`config.mk`:
```
export PLATFORM = sky130hd
export DESIGN_NAME = dps_multi_controller
export DESIGN_NICKNAME = d
export VERILOG_FILES = /design/src/rtl/dps_pkg.sv /design/src/rtl/dps_channel.sv /design/src/rtl/dps_multi_controller.sv
export SDC_FILE = /design/constraint.sdc
export NUM_CORES = 1
export LEC_CHECK = 0
export ABC_AREA = 1
export CAP_MARGIN = 20
export CORE_MARGIN = 2
export CORE_UTILIZATION = 50
export CTS_CLUSTER_SIZE = 16
export DETAILED_ROUTE_END_ITERATION = 12
export PLACE_DENSITY = 0.77
export SYNTH_ARGS = -nofsm -noshare
export SYNTH_HDL_FRONTEND = slang
export SYNTH_SLANG_ARGS = --single-unit
export TNS_END_PERCENT = 1
```
`constraint.sdc`:
```
create_clock -name psclk_i -period 6.5 [get_ports psclk_i]
set_input_delay 1.625 -clock psclk_i [delete_from_list [all_inputs] [get_ports psclk_i]]
set_output_delay 1.625 -clock psclk_i [all_outputs]
set_load 0.05 [all_outputs]
```
`src/rtl/dps_pkg.sv`:
```
// Shared state encoding and saturating position arithmetic for the
// multi-channel MMCM dynamic-phase-shift controller.
package dps_pkg;

   localparam logic S_IDLE = 1'b0;
   localparam logic S_WAIT = 1'b1;

   // Positions are handled sign-extended to 64 bits so one function serves any TOT_W <= 64.
   function automatic logic signed [63:0] sat_inc(input logic signed [63:0] pos,
                                                  input logic              dir,
                                                  input int                tot_w);
      logic signed [63:0] max_v;
      logic signed [63:0] min_v;
      max_v = (64'sd1 <<< (tot_w - 1)) - 64'sd1;
      min_v = -max_v - 64'sd1;
      if (dir)
         sat_inc = (pos >= max_v) ? max_v : pos + 64'sd1;
      else
         sat_inc = (pos <= min_v) ? min_v : pos - 64'sd1;
   endfunction

endpackage

```
`src/rtl/dps_channel.sv`:
```
// One phase-shift channel: toggle/locked synchronisers, IDLE/WAIT sequencer,
// psdone timeout, saturating position and sticky error flags.
module dps_channel
   import dps_pkg::*;
#(
   parameter int STEP_W         = 12,
   parameter int TOT_W          = 24,
   parameter int SYNC_STAGES    = 2,
   parameter int TIMEOUT_CYC    = 1023,
   parameter int REQUIRE_LOCKED = 0
) (
   input  logic                psclk_i,
   input  logic                rst_i,
   input  logic                toggle_i,
   input  logic [STEP_W-1:0]   steps_i,
   input  logic                locked_i,
   input  logic                psdone_i,
   input  logic                err_clr_i,
   output logic                psen_o,
   output logic                psincdec_o,
   output logic                busy_o,
   output logic                ack_o,
   output logic                timeout_o,
   output logic                overrun_o,
   output logic [TOT_W-1:0]    total_steps_o
);

   localparam int TMR_W = $clog2(TIMEOUT_CYC + 1);

   logic [SYNC_STAGES-1:0]  tog_sync_reg;
   logic [SYNC_STAGES-1:0]  lock_sync_reg;
   logic                    tog_dly_reg;

   logic                    state_reg,   state_next;
   logic                    dir_reg,     dir_next;
   logic [STEP_W-1:0]       rem_reg,     rem_next;
   logic [TMR_W-1:0]        timer_reg,   timer_next;
   logic signed [TOT_W-1:0] pos_reg,     pos_next;
   logic                    psen_reg,    psen_next;
   logic                    ack_reg,     ack_next;
   logic                    timeout_reg, timeout_next;
   logic                    overrun_reg, overrun_next;

   logic                    cmd;
   logic                    locked_s;
   logic                    gate_ok;
   logic                    psdone_ok;
   logic                    last_step;
   logic                    lock_abort;
   logic                    timer_exp;
   logic [STEP_W-1:0]       steps_mag;

   assign cmd        = tog_sync_reg[SYNC_STAGES-1] ^ tog_dly_reg;
   assign locked_s   = lock_sync_reg[SYNC_STAGES-1];
   assign gate_ok    = (REQUIRE_LOCKED == 0) || locked_s;
   // A psdone coincident with our own psen cannot answer it; ignoring it keeps psen pulses apart.
   assign psdone_ok  = psdone_i && !psen_reg;
   assign last_step  = (rem_reg == STEP_W'(1));
   assign lock_abort = (REQUIRE_LOCKED != 0) && !locked_s;
   assign timer_exp  = (timer_reg == TMR_W'(TIMEOUT_CYC - 1));
   // Two's-complement negation also maps the most-negative count onto 2^(STEP_W-1) unsigned.
   assign steps_mag  = steps_i[STEP_W-1] ? -steps_i : steps_i;

   always_ff @(posedge psclk_i or posedge rst_i) begin
      if (rst_i) begin
         tog_sync_reg  <= '0;
         lock_sync_reg <= '0;
         tog_dly_reg   <= 1'b0;
         state_reg     <= S_IDLE;
         dir_reg       <= 1'b0;
         rem_reg       <= '0;
         timer_reg     <= '0;
         pos_reg       <= '0;
         psen_reg      <= 1'b0;
         ack_reg       <= 1'b0;
         timeout_reg   <= 1'b0;
         overrun_reg   <= 1'b0;
      end else begin
         tog_sync_reg  <= {tog_sync_reg[SYNC_STAGES-2:0], toggle_i};
         lock_sync_reg <= {lock_sync_reg[SYNC_STAGES-2:0], locked_i};
         tog_dly_reg   <= tog_sync_reg[SYNC_STAGES-1];
         state_reg     <= state_next;
         dir_reg       <= dir_next;
         rem_reg       <= rem_next;
         timer_reg     <= timer_next;
         pos_reg       <= pos_next;
         psen_reg      <= psen_next;
         ack_reg       <= ack_next;
         timeout_reg   <= timeout_next;
         overrun_reg   <= overrun_next;
      end
   end

   always_comb begin
      state_next = state_reg;
      case (state_reg)
         S_IDLE: begin
            if (cmd && gate_ok && (steps_i != '0))
               state_next = S_WAIT;
         end
         default: begin
            if (psdone_ok) begin
               if (last_step || lock_abort)
                  state_next = S_IDLE;
            end else if (timer_exp) begin
               state_next = S_IDLE;
            end
         end
      endcase
   end

   always_comb begin
      logic timeout_set;
      logic overrun_set;
      dir_next    = dir_reg;
      rem_next    = rem_reg;
      timer_next  = timer_reg;
      pos_next    = pos_reg;
      psen_next   = 1'b0;
      ack_next    = ack_reg;
      timeout_set = 1'b0;
      overrun_set = 1'b0;
      case (state_reg)
         S_IDLE: begin
            if (cmd && gate_ok) begin
               if (steps_i == '0) begin
                  ack_next = ~ack_reg;
               end else begin
                  dir_next   = ~steps_i[STEP_W-1];
                  rem_next   = steps_mag;
                  psen_next  = 1'b1;
                  timer_next = '0;
               end
            end
         end
         default: begin
            overrun_set = cmd;
            timer_next  = timer_reg + TMR_W'(1);
            if (psdone_ok) begin
               pos_next   = TOT_W'(sat_inc(64'(pos_reg), dir_reg, TOT_W));
               timer_next = '0;
               if (last_step || lock_abort) begin
                  ack_next = ~ack_reg;
                  rem_next = '0;
               end else begin
                  rem_next  = rem_reg - STEP_W'(1);
                  psen_next = 1'b1;
               end
            end else if (timer_exp) begin
               timeout_set = 1'b1;
               ack_next    = ~ack_reg;
               rem_next    = '0;
               timer_next  = '0;
            end
         end
      endcase
      // Flag set takes priority over a simultaneous clear.
      timeout_next = timeout_set | (timeout_reg & ~err_clr_i);
      overrun_next = overrun_set | (overrun_reg & ~err_clr_i);
   end

   assign psen_o        = psen_reg;
   assign psincdec_o    = dir_reg;
   assign busy_o        = (state_reg == S_WAIT);
   assign ack_o         = ack_reg;
   assign timeout_o     = timeout_reg;
   assign overrun_o     = overrun_reg;
   assign total_steps_o = pos_reg;

endmodule

```
`src/rtl/dps_multi_controller.sv`:
```
// NCH independent MMCM dynamic-phase-shift sequencers sharing one psclk domain;
// each channel slices its own fields out of the packed buses.
module dps_multi_controller
   import dps_pkg::*;
#(
   parameter int NCH            = 2,
   parameter int STEP_W         = 12,
   parameter int TOT_W          = 24,
   parameter int SYNC_STAGES    = 2,
   parameter int TIMEOUT_CYC    = 1023,
   parameter int REQUIRE_LOCKED = 0
) (
   input  logic                  psclk_i,
   input  logic                  rst_i,
   input  logic [NCH-1:0]        toggle_i,
   input  logic [NCH*STEP_W-1:0] steps_i,
   input  logic [NCH-1:0]        locked_i,
   input  logic [NCH-1:0]        psdone_i,
   input  logic [NCH-1:0]        err_clr_i,
   output logic [NCH-1:0]        psen_o,
   output logic [NCH-1:0]        psincdec_o,
   output logic [NCH-1:0]        busy_o,
   output logic [NCH-1:0]        ack_o,
   output logic [NCH-1:0]        timeout_o,
   output logic [NCH-1:0]        overrun_o,
   output logic [NCH*TOT_W-1:0]  total_steps_o
);

   genvar gi;
   generate
      for (gi = 0; gi < NCH; gi++) begin : g_ch
         dps_channel #(
            .STEP_W         (STEP_W),
            .TOT_W          (TOT_W),
            .SYNC_STAGES    (SYNC_STAGES),
            .TIMEOUT_CYC    (TIMEOUT_CYC),
            .REQUIRE_LOCKED (REQUIRE_LOCKED)
         ) u_ch (
            .psclk_i       (psclk_i),
            .rst_i         (rst_i),
            .toggle_i      (toggle_i[gi]),
            .steps_i       (steps_i[gi*STEP_W +: STEP_W]),
            .locked_i      (locked_i[gi]),
            .psdone_i      (psdone_i[gi]),
            .err_clr_i     (err_clr_i[gi]),
            .psen_o        (psen_o[gi]),
            .psincdec_o    (psincdec_o[gi]),
            .busy_o        (busy_o[gi]),
            .ack_o         (ack_o[gi]),
            .timeout_o     (timeout_o[gi]),
            .overrun_o     (overrun_o[gi]),
            .total_steps_o (total_steps_o[gi*TOT_W +: TOT_W])
         );
      end
   endgenerate

endmodule
```
==> results of run 1 <==
==> cell type report <==
type | count | share of cell area
clock buffers | 11 | 0.0221
clock inverters | 5 | 0.00618
inverters | 177 | 0.0638
multi-input cells | 1207 | 0.527
flip-flops and latches | 110 | 0.261
well taps | 234 | 0.0278
repair buffers | 96 | 0.0920
==> layout by cell type (no fill, tap or decap), drive strengths merged, types with 5 or more instances in the layout <==
cell type      synthesis  final
nand3                162    162
nor3                  15     15
inv                  176    178
clkdlybuf4s50          0     91
xor2                  23     23
clkbuf                16     11
o21ai                 94     94
nor2                 222    222
nand2                584    584
buf                   54      5
ha                    16     16
or2                    5      5
dfrtp                110    110
xnor2                  7      7
a21oi                 20     20
o22ai                 10     10
nand4                 25     25
a31oi                  8      8
==> routing by layer <==
layer  global-route usage  up-vias  share of wire
li1                     -     4981              -
met1                0.352     4522           0.47
met2                0.423      282           0.47
met3               0.0250       35          0.050
met4               0.0705        0          0.015
met5                    0        -              0
==> cell families (layout without fill, tap and decap cells) <==
kind of cell | count (synthesis) | after routing | synth area share
adders and majority gates | 16 | 16 | 0.0213
AOI/OAI and AO/OA | 143 | 143 | 0.0823
DFF | 110 | 110 | 0.292
and+or+nand+nor | 1018 | 1018 | 0.457
buffers and inverters | 247 | 289 | 0.119
xor gates and xnor gates | 30 | 30 | 0.0279
==> worst paths after layout <==
check / startpoint / depth (start not counted) / slack, ns / end
min reg2reg: g_ch[0].u_ch.tog_sync_reg[0] / 0 / 0.35 / g_ch[0].u_ch.tog_sync_reg[1]
min in group asynchronous: rst_i / 2 / 1.58 / g_ch[1].u_ch.total_steps_o[19]
min: g_ch[0].u_ch.tog_sync_reg[0] / 0 / 0.35 / g_ch[0].u_ch.tog_sync_reg[1]
max in group asynchronous: rst_i / 4 / 3.81 / g_ch[1].u_ch.rem_reg[4]
max reg2reg: g_ch[0].u_ch.busy_o / 8 / 3.66 / g_ch[0].u_ch.rem_reg[3]
max: psdone_i[0] / 11 / 2.47 / g_ch[0].u_ch.rem_reg[3]
==> per-stage QoR <==
| stage | hold slack, ns | worst slack, ns | utilization | area (um2) | instances |
|---|---|---|---|---|---|
| floorplan | 0.331 | 1.97 | - | 9420 | 1564 |
| global placement | 0.332 | 2.11 | 0.549 | 10200 | 1823 |
| detailed placement | 0.336 | 2.12 | 0.549 | 10200 | 1823 |
| CTS | 0.354 | 2.49 | 0.565 | 10500 | 1839 |
| global route | 0.371 | 2.21 | 0.567 | 10500 | 1840 |
| finish | 0.351 | 2.47 | 0.567 | 10500 | 1840 |
==> critical path, delay by kind of cell <==
| family | cells | cell delay [ns] |
|---|---|---|
| AND/OR/NAND/NOR | 4 | 0.75 |
| buffers and inverters | 4 | 1.01 |
| AO/OA/AOI/OAI | 3 | 0.93 |
==> where the power goes <==
group	switching [uW]	internal, uW
Sequential	390	898
Combinational	1830	860
Clock	294	305
==> reports/summary.txt, run 1 <==
Status -> finished clean
Post-route ant nets -> 0
Die height -> 141 um
Top cell type's share of synthesized area -> 0.292
Iter 0 DRT Violations -> 906
Clock Sinks -> 110
Vias -> 9820
CTS tree -> built
Post-synthesis sequential area ratio -> 0.292
Mean Syn Cell Area -> 6.02 um2
Starting density of the core -> 0.507
Critical path class -> in2reg
FFs w/ async S/R, synth -> 1.00
Maxcap violations -> 0
Largest register FFs -> 48
N_diodes -> 0
Slowest CP cell -> a31oi_2
CP Launch Type -> input pin
Max-slew headroom -> 0.450
DP HPWL -> 17900 um
Post-synth net total -> 1614
Worst Max-Slew Pin Slew -> 0.822 ns
Routability congestion estimate -> 0.914
WP data required -> 6.79 ns
IO Port Bufs -> 91
Post-cts sizing count -> 0
CP Max Fanout -> 26
Post-Route WL -> 25200 um
Core footprint -> 18600 um2
Worst vdd ir -> 237 uV
Residual DRC count -> 0
Final net count -> 1651
Ports -> 94
Final setup vio count -> 0
Min Tclk post-route -> 4.03 ns
First-pass GRT wire length -> 41900 um
Per-cell routed wire length -> 13.7 um
Post-synth top cells -> 579 x nand2_1, 201 x nor2_1, 170 x inv_1
CTS H-tree lvls -> 3
TritonCTS buffer count -> 9
Mean number of vias per cell -> 5.34
Largest net degree at the start of global routing -> 77
Area grow syn2layout -> 11.8%
CTS clk-pin slew, worst paths -> 0.08 ns
Post-synthesis register bit count -> 110
Crit end category -> flip-flop
Tcrit/Tclk final -> 0.620
GR Overflow Total -> 0
Total area of sequential cells -> 2750 um2
Layout cells sized above 1 -> 0.0430
CTS Root Cell -> clkbuf_16
Static leakage -> 0.00520 uW
Hold-fix buffers, CTS -> 0
Number of synthesized flops with an enable pin -> 0
Max Clk Rate -> 0.248 GHz
Die ar. -> 20000 um2
Post-Synthesis Cell Area -> 9420 um2
Row count -> 50
Vias in the first global route -> 8766
Post-synthesis instance total -> 1564
PwrDens -> 434 nW/um2
Synth top area cells -> dfrtp_1 29%, nand2_1 23%, nand3_1 8.2%
Max Slew Vio Count -> 0
Multi-input logic area -> 5550 um2
Post-CTS Setup Inserts -> 0
GR Util All Layers -> 0.253
Die width -> 141 um
RSZ-0062 raised after global routing -> false
Worst skew pair latency -> 0.37 ns
Post-synthesis cell type count -> 42
Fill count -> 1809
Largest area contributor in the netlist -> dfrtp_1
CTS Buffer Depth -> 2
Setup TNS -> 0 ns
Final Skew -> 0.0154 ns
Crit-path max cell delay -> 0.66 ns
Arr. time, crit path -> 4.32 ns
Top-count cell post-synth -> nand2_1
Ys flop type -> dfrtp_1
Worst hold path class -> reg2reg
Fin. Hold Viols -> 0
Ys Warns -> 0
Cell Chain, Critical Path -> clkdlybuf4s50_1 > inv_1 > nor2_1 > inv_1 > nor2_4 > inv_2 > a31oi_2 > o21ai_0 > nand2_1 > nand2_1 > o21ai_1
Initial antenna violation count -> 0
Power after layout -> 4570 uW
Drt pass-1 iters -> 5
Note: power is estimated with default switching activity, not from simulation.
==> run 2, diff against run 1 <==
--- a/config.mk
+++ b/config.mk
@@ -11,7 +11,7 @@
 export CORE_UTILIZATION = 50
 export CTS_CLUSTER_SIZE = 16
 export DETAILED_ROUTE_END_ITERATION = 12
-export PLACE_DENSITY = 0.77
+export PLACE_DENSITY = 0.8
 export SYNTH_ARGS = -nofsm -noshare
 export SYNTH_HDL_FRONTEND = slang
 export SYNTH_SLANG_ARGS = --single-unit
==> constraint.sdc (replaced) <==
create_clock -name psclk_i -period 3.5 [get_ports psclk_i]
set_input_delay 0.875 -clock psclk_i [delete_from_list [all_inputs] [get_ports psclk_i]]
set_output_delay 0.875 -clock psclk_i [all_outputs]
set_load 0.05 [all_outputs]
==> run 2 against run 1 <==
Core utilization grew 0.42 points. Register-to-register slack lost 2.7 ns. Hold slack gained 0.0029 ns. Combinational power grew 87%. Routed wire length shrank 0.48%. Flip-flop and latch count is the same. Critical path type is now reg2out. Largest power group unchanged.
==> reports/summary.txt, run 2 (synthesis results as in run 1) <==
Status -> finished clean (unchanged)
CTS tree -> built (unchanged)
Final Skew -> 0.0143 ns (was 0.0154 ns)
Min Tclk post-route -> 2.73 ns
Hold slack -> 0.354 ns (was 0.351 ns)
Worst Max-Slew Pin Slew -> 0.822 ns (about the same)
GR Overflow Total -> 0 (unchanged)
Gate power share -> 0.588 (was 0.587)
Most frequent cells in the layout -> 579 x nand2_1, 201 x nor2_1, 169 x inv_1 (unchanged)
Maxcap violations -> 0 (unchanged)
Clock Sinks -> 110 (unchanged)
Die ar. -> 20000 um2 (unchanged)
Vias -> 9996 (was 9820)
Max-slew headroom -> 0.451 (was 0.450)
Crit end category -> primary output (was flip-flop)
Per-cell routed wire length -> 13.6 um (was 13.7 um)
Iter 0 DRT Violations -> 862 (was 906)
Residual DRC count -> 0 (unchanged)
Row count -> 50 (unchanged)
IO Port Bufs -> 91 (unchanged)
Non-filler cells, final -> 1845 (was 1840)
Crit-path max cell delay -> 0.89 ns (was 0.66 ns)
Vias in the first global route -> 9125 (was 8766)
First-pass GRT wire length -> 42100 um (was 41900 um)
Placed insts -> 1829 (was 1823)
Arr. time, crit path -> 1.86 ns (was 4.32 ns)
Initial antenna violation count -> 0 (unchanged)
CTS H-tree lvls -> 3 (unchanged)
DP HPWL -> 18100 um (was 17900 um)
Clk pwr share -> 0.129 (was 0.131)
Fin. Hold Viols -> 0 (unchanged)
Switching Share -> 0.554 (was 0.549)
CP bufs+invs -> 1 (was 4)
GR Util All Layers -> 0.255 (was 0.253)
R2r setup slk -> 0.96 ns (was 3.66 ns)
Worst hold path class -> reg2reg (unchanged)
Routability congestion estimate -> 0.925 (was 0.914)
Setup ws final -> 0.769 ns (was 2.47 ns)
Largest register FFs -> 48 (unchanged)
TritonCTS buffer count -> 9 (unchanged)
Worst skew pair latency -> 0.38 ns (was 0.37 ns)
CP Launch Type -> flip-flop (was input pin)
N_diodes -> 0 (unchanged)
Mean number of vias per cell -> 5.42 (was 5.34)
Critical path class -> reg2out (was in2reg)
Drt pass-1 iters -> 6 (was 5)
Post-Route WL -> 25100 um (was 25200 um)
Final setup vio count -> 0 (unchanged)
Commonest non-fill, non-tap cell in the layout -> nand2_1 (unchanged)
Core footprint -> 18600 um2 (unchanged)
Post-CTS Setup Inserts -> 0 (unchanged)
Area grow syn2layout -> 12.6% (was 11.8%)
Tcrit/Tclk final -> 0.780
Max Slew Vio Count -> 0 (unchanged)
CTS Buffer Depth -> 2 (unchanged)
Ports -> 94 (unchanged)
Static leakage -> 0.00524 uW (was 0.00520 uW)
Max Clk Rate -> 0.366 GHz
RSZ-0062 raised after global routing -> false (unchanged)
CP Max Fanout -> 10 (was 26)
Layout cells sized above 1 -> 0.0472 (was 0.0430)
Final net count -> 1656 (was 1651)
Largest net degree at the start of global routing -> 36 (was 77)
Setup TNS -> 0 ns (unchanged)
Post-cts sizing count -> 0 (unchanged)
Cell Chain, Critical Path -> clkdlybuf4s50_1 (was clkdlybuf4s50_1 > inv_1 > nor2_1 > inv_1 > nor2_4 > inv_2 > a31oi_2 > o21ai_0 > nand2_1 > nand2_1 > o21ai_1)
Worst vdd ir -> 396 uV (was 237 uV)
Psw -> 4720 uW (was 2510 uW)
Part of the power in registers -> 0.282 (about the same)
CTS Root Cell -> clkbuf_16 (unchanged)
PwrDens -> 804 nW/um2 (was 434 nW/um2)
Slowest CP cell -> clkdlybuf4s50_1 (was a31oi_2)
Internal Power -> 3810 uW (was 2060 uW)
Hold-fix buffers, CTS -> 0 (unchanged)
Die width -> 141 um (unchanged)
Top delay family on crit path -> buffers and inverters (unchanged)
WP data required -> 2.62 ns (was 6.79 ns)
CTS clk-pin slew, worst paths -> 0.08 ns (about the same)
Place WS -> 0.667 ns (was 2.12 ns)
Post-route ant nets -> 0 (unchanged)
Die height -> 141 um (unchanged)
Starting density of the core -> 0.507 (unchanged)
run 2: cell types whose count changed in the layout (fill, tap and decap cells not counted), sizes merged:
| cell | delta |
|---|---|
| buf | +5 |
| bufinv | -1 |
| clkbuf | -2 |
| clkinv | +4 |
| clkinvlp | -1 |
run 2: path summary, 6_finish.rpt:
kind / endpoint / startpoint / cells after the start
max: total_steps_o[15] / g_ch[0].u_ch.total_steps_o[15] / 1
min: g_ch[0].u_ch.tog_sync_reg[1] / g_ch[0].u_ch.tog_sync_reg[0] / 0
max reg2reg: g_ch[0].u_ch.total_steps_o[15] / g_ch[0].u_ch.total_steps_o[0] / 11
min reg2reg: g_ch[0].u_ch.tog_sync_reg[1] / g_ch[0].u_ch.tog_sync_reg[0] / 0
max in group asynchronous: g_ch[1].u_ch.total_steps_o[5] / rst_i / 3
min in group asynchronous: g_ch[1].u_ch.tog_sync_reg[0] / rst_i / 2
run 2: metal layers:
layer | GRT usage | wire length [um] | part of all wire
met5 | 0 | 0 | 0
met4 | 0.0795 | 465 | 0.019
met3 | 0.0354 | 1710 | 0.068
met2 | 0.429 | 11800 | 0.47
met1 | 0.341 | 11100 | 0.44
run 2: through the flow:
step	instance area (um2)	total power, uW	utilization
floorplan	9420	6180	-
global placement	10300	7250	0.554
detailed placement	10300	7370	0.554
CTS	10600	8500	0.571
global route	10600	9200	0.571
finish	10600	8530	0.571
run 2: layout make-up:
class                   instances  area (um2)
multi-input cells            1207        5550
clock buffers                   9         225
flip-flops and latches        110        2750
inverters                     177         673
repair buffers                101        1020
well taps                     234         293
clock inverters                 7        93.8
fillers                      1811        7970
run 2: power groups by stage:
stage	sequential [uW]	clock [uW]	combinational, uW
2_1_floorplan	2730	0	3450
3_3_place_gp	2390	0	4850
3_5_place_dp	2400	0	4970
4_1_cts	2380	1120	4990
5_1_grt	2470	1170	5560
6_report	2410	1100	5020
==> run 3, diff against run 2 <==
==> constraint.sdc (replaced) <==
create_clock -name psclk_i -period 2.3 [get_ports psclk_i]
set_input_delay 0.575 -clock psclk_i [delete_from_list [all_inputs] [get_ports psclk_i]]
set_output_delay 0.575 -clock psclk_i [all_outputs]
set_load 0.05 [all_outputs]
==> run 3 against run 2 <==
Hold slack improved by 0.013 ns. Flip-flop and latch count did not move. Clock skew is 0.0069 ns lower. Power is 54% higher. Largest power group unchanged.
==> reports/summary.txt, run 3 (synthesis results as in run 1) <==
Worst skew pair latency -> 0.37 ns (was 0.38 ns)
CP bufs+invs -> 1 (unchanged)
TritonCTS buffer count -> 9 (unchanged)
Per-cell routed wire length -> 13.5 um (was 13.6 um)
GR Util All Layers -> 0.258 (was 0.255)
Area grow syn2layout -> 15.6% (was 12.6%)
Multi-input logic area -> 5550 um2 (about the same)
Cell Chain, Critical Path -> clkdlybuf4s50_1 (unchanged)
Post-Route WL -> 25600 um (was 25100 um)
Layout cells sized above 1 -> 0.0845 (was 0.0472)
Vias in the first global route -> 9091 (was 9125)
Final Skew -> 0.00732 ns (was 0.0143 ns)
Top delay family on crit path -> buffers and inverters (unchanged)
Post-CTS Setup Inserts -> 0 (unchanged)
Final net count -> 1701 (was 1656)
Static leakage -> 0.00556 uW (was 0.00524 uW)
Crit end category -> primary output (unchanged)
Residual DRC count -> 0 (unchanged)
GR Overflow Total -> 0 (unchanged)
Fill count -> 1754 (was 1811)
Ports -> 94 (unchanged)
Die width -> 141 um (unchanged)
Die height -> 141 um (unchanged)
CTS clk-pin slew, worst paths -> 0.09 ns (was 0.08 ns)
Max Clk Rate -> 0.451 GHz
Worst Max-Slew Pin Slew -> 0.624 ns (was 0.822 ns)
Crit-path max cell delay -> 0.82 ns (was 0.89 ns)
Commonest non-fill, non-tap cell in the layout -> nand2_1 (unchanged)
Final setup vio count -> 0 (unchanged)
Max-slew headroom -> 0.584 (was 0.451)
Non-filler cells, final -> 1890 (was 1845)
Worst vdd ir -> 716 uV (was 396 uV)
Worst hold path class -> reg2reg (unchanged)
Status -> finished clean (unchanged)
Drt pass-1 iters -> 7 (was 6)
Setup TNS -> 0 ns (unchanged)
Critical path class -> reg2out (unchanged)
Hold slack -> 0.367 ns (was 0.354 ns)
RSZ-0062 raised after global routing -> false (unchanged)
Row count -> 50 (unchanged)
Mean number of vias per cell -> 5.32 (was 5.42)
Post-cts sizing count -> 17 (was 0)
N_diodes -> 0 (unchanged)
Placed insts -> 1874 (was 1829)
Initial antenna violation count -> 0 (unchanged)
WP data required -> 1.73 ns (was 2.62 ns)
Slowest CP cell -> clkdlybuf4s50_1 (unchanged)
PwrDens -> 1210 nW/um2 (was 804 nW/um2)
Hold-fix buffers, CTS -> 0 (unchanged)
CTS H-tree lvls -> 3 (unchanged)
CTS Root Cell -> clkbuf_16 (unchanged)
CP Launch Type -> flip-flop (unchanged)
Min Tclk post-route -> 2.22 ns
CTS Buffer Depth -> 2 (unchanged)
Iter 0 DRT Violations -> 727 (was 862)
Tcrit/Tclk final -> 0.964
Largest net degree at the start of global routing -> 111 (was 36)
Max Slew Vio Count -> 0 (unchanged)
CTS tree -> built (unchanged)
Maxcap violations -> 0 (unchanged)
Largest register FFs -> 48 (unchanged)
First-pass GRT wire length -> 43000 um (was 42100 um)
Vias -> 10049 (was 9996)
CP Max Fanout -> 8 (was 10)
Die ar. -> 20000 um2 (unchanged)
Core footprint -> 18600 um2 (unchanged)
Post-route ant nets -> 0 (unchanged)
Fin. Hold Viols -> 0 (unchanged)
Clock Sinks -> 110 (unchanged)
DP HPWL -> 18600 um (was 18100 um)
Total area of sequential cells -> 2760 um2 (was 2750 um2)
IO Port Bufs -> 91 (unchanged)
Starting density of the core -> 0.507 (unchanged)
Routability congestion estimate -> 0.946 (was 0.925)
Most frequent cells in the layout -> 579 x nand2_1, 201 x nor2_1, 169 x inv_1 (unchanged)
Arr. time, crit path -> 1.64 ns (was 1.86 ns)
Power after layout -> 13200 uW (was 8530 uW)
## run 3: worst paths after layout
| check | startpoint | endpoint | slack, ns | cells after the start |
|---|---|---|---|---|
| max reg2reg | g_ch[1].u_ch.total_steps_o[0] | g_ch[1].u_ch.total_steps_o[8] | 0.24 | 13 |
| max | g_ch[0].u_ch.total_steps_o[1] | total_steps_o[1] | 0.08 | 1 |
| min | g_ch[1].u_ch.tog_sync_reg[0] | g_ch[1].u_ch.tog_sync_reg[1] | 0.37 | 0 |
| min reg2reg | g_ch[1].u_ch.tog_sync_reg[0] | g_ch[1].u_ch.tog_sync_reg[1] | 0.37 | 0 |
| min in group asynchronous | rst_i | g_ch[0].u_ch.tog_sync_reg[0] | 0.70 | 3 |
| max in group asynchronous | rst_i | g_ch[0].u_ch.total_steps_o[1] | 1.09 | 3 |
## run 3: cell type report
type / instances / share of cell area
well taps: 234 / 0.0269
repair buffers: 146 / 0.120
clock buffers: 9 / 0.0207
clock inverters: 7 / 0.00816
flip-flops and latches: 110 / 0.253
inverters: 177 / 0.0618
multi-input cells: 1207 / 0.509
## run 3: worst register-to-register path: stages, from the launching register on
cell	delay, ns
dfrtp_1	0.42
inv_1	0.20
ha_1	0.19
nand2_1	0.05
inv_1	0.05
nand2_1	0.06
nor2_1	0.19
nand3_4	0.14
nand2_4	0.17
inv_4	0.13
o21ai_0	0.11
nand2_1	0.11
nand2_1	0.07
nand2_1	0.05
## run 3: routing by layer
metal | part of all wire | track usage | wire (um)
met1 | 0.45 | 0.356 | 11600
met2 | 0.48 | 0.433 | 12200
met3 | 0.056 | 0.0243 | 1440
met4 | 0.016 | 0.0768 | 411
met5 | 0 | 0 | 0
## run 3: per-stage QoR
| stage | worst slack, ns | cell area [um2] | utilization |
|---|---|---|---|
| 2_1_floorplan | 0.305 | 9420 | - |
| 5_1_grt | 0.0289 | 10900 | 0.586 |
| 6_report | 0.0829 | 10900 | 0.586 |
| 4_1_cts | 0.0000366 | 10900 | 0.586 |
| 3_3_place_gp | 0.000473 | 10600 | 0.570 |
| 3_5_place_dp | -0.0455 | 10600 | 0.570 |
## run 3: report_power, final
| part | leakage (uW) | switching (uW) | internal, uW | total, uW |
|---|---|---|---|---|
| sequential | 0.00142 | 970 | 2540 | 3510 |
| combinational | 0.00398 | 5370 | 2620 | 7980 |
| clock | 0.000152 | 882 | 785 | 1670 |
| total | 0.00556 | 7220 | 5950 | 13200 |
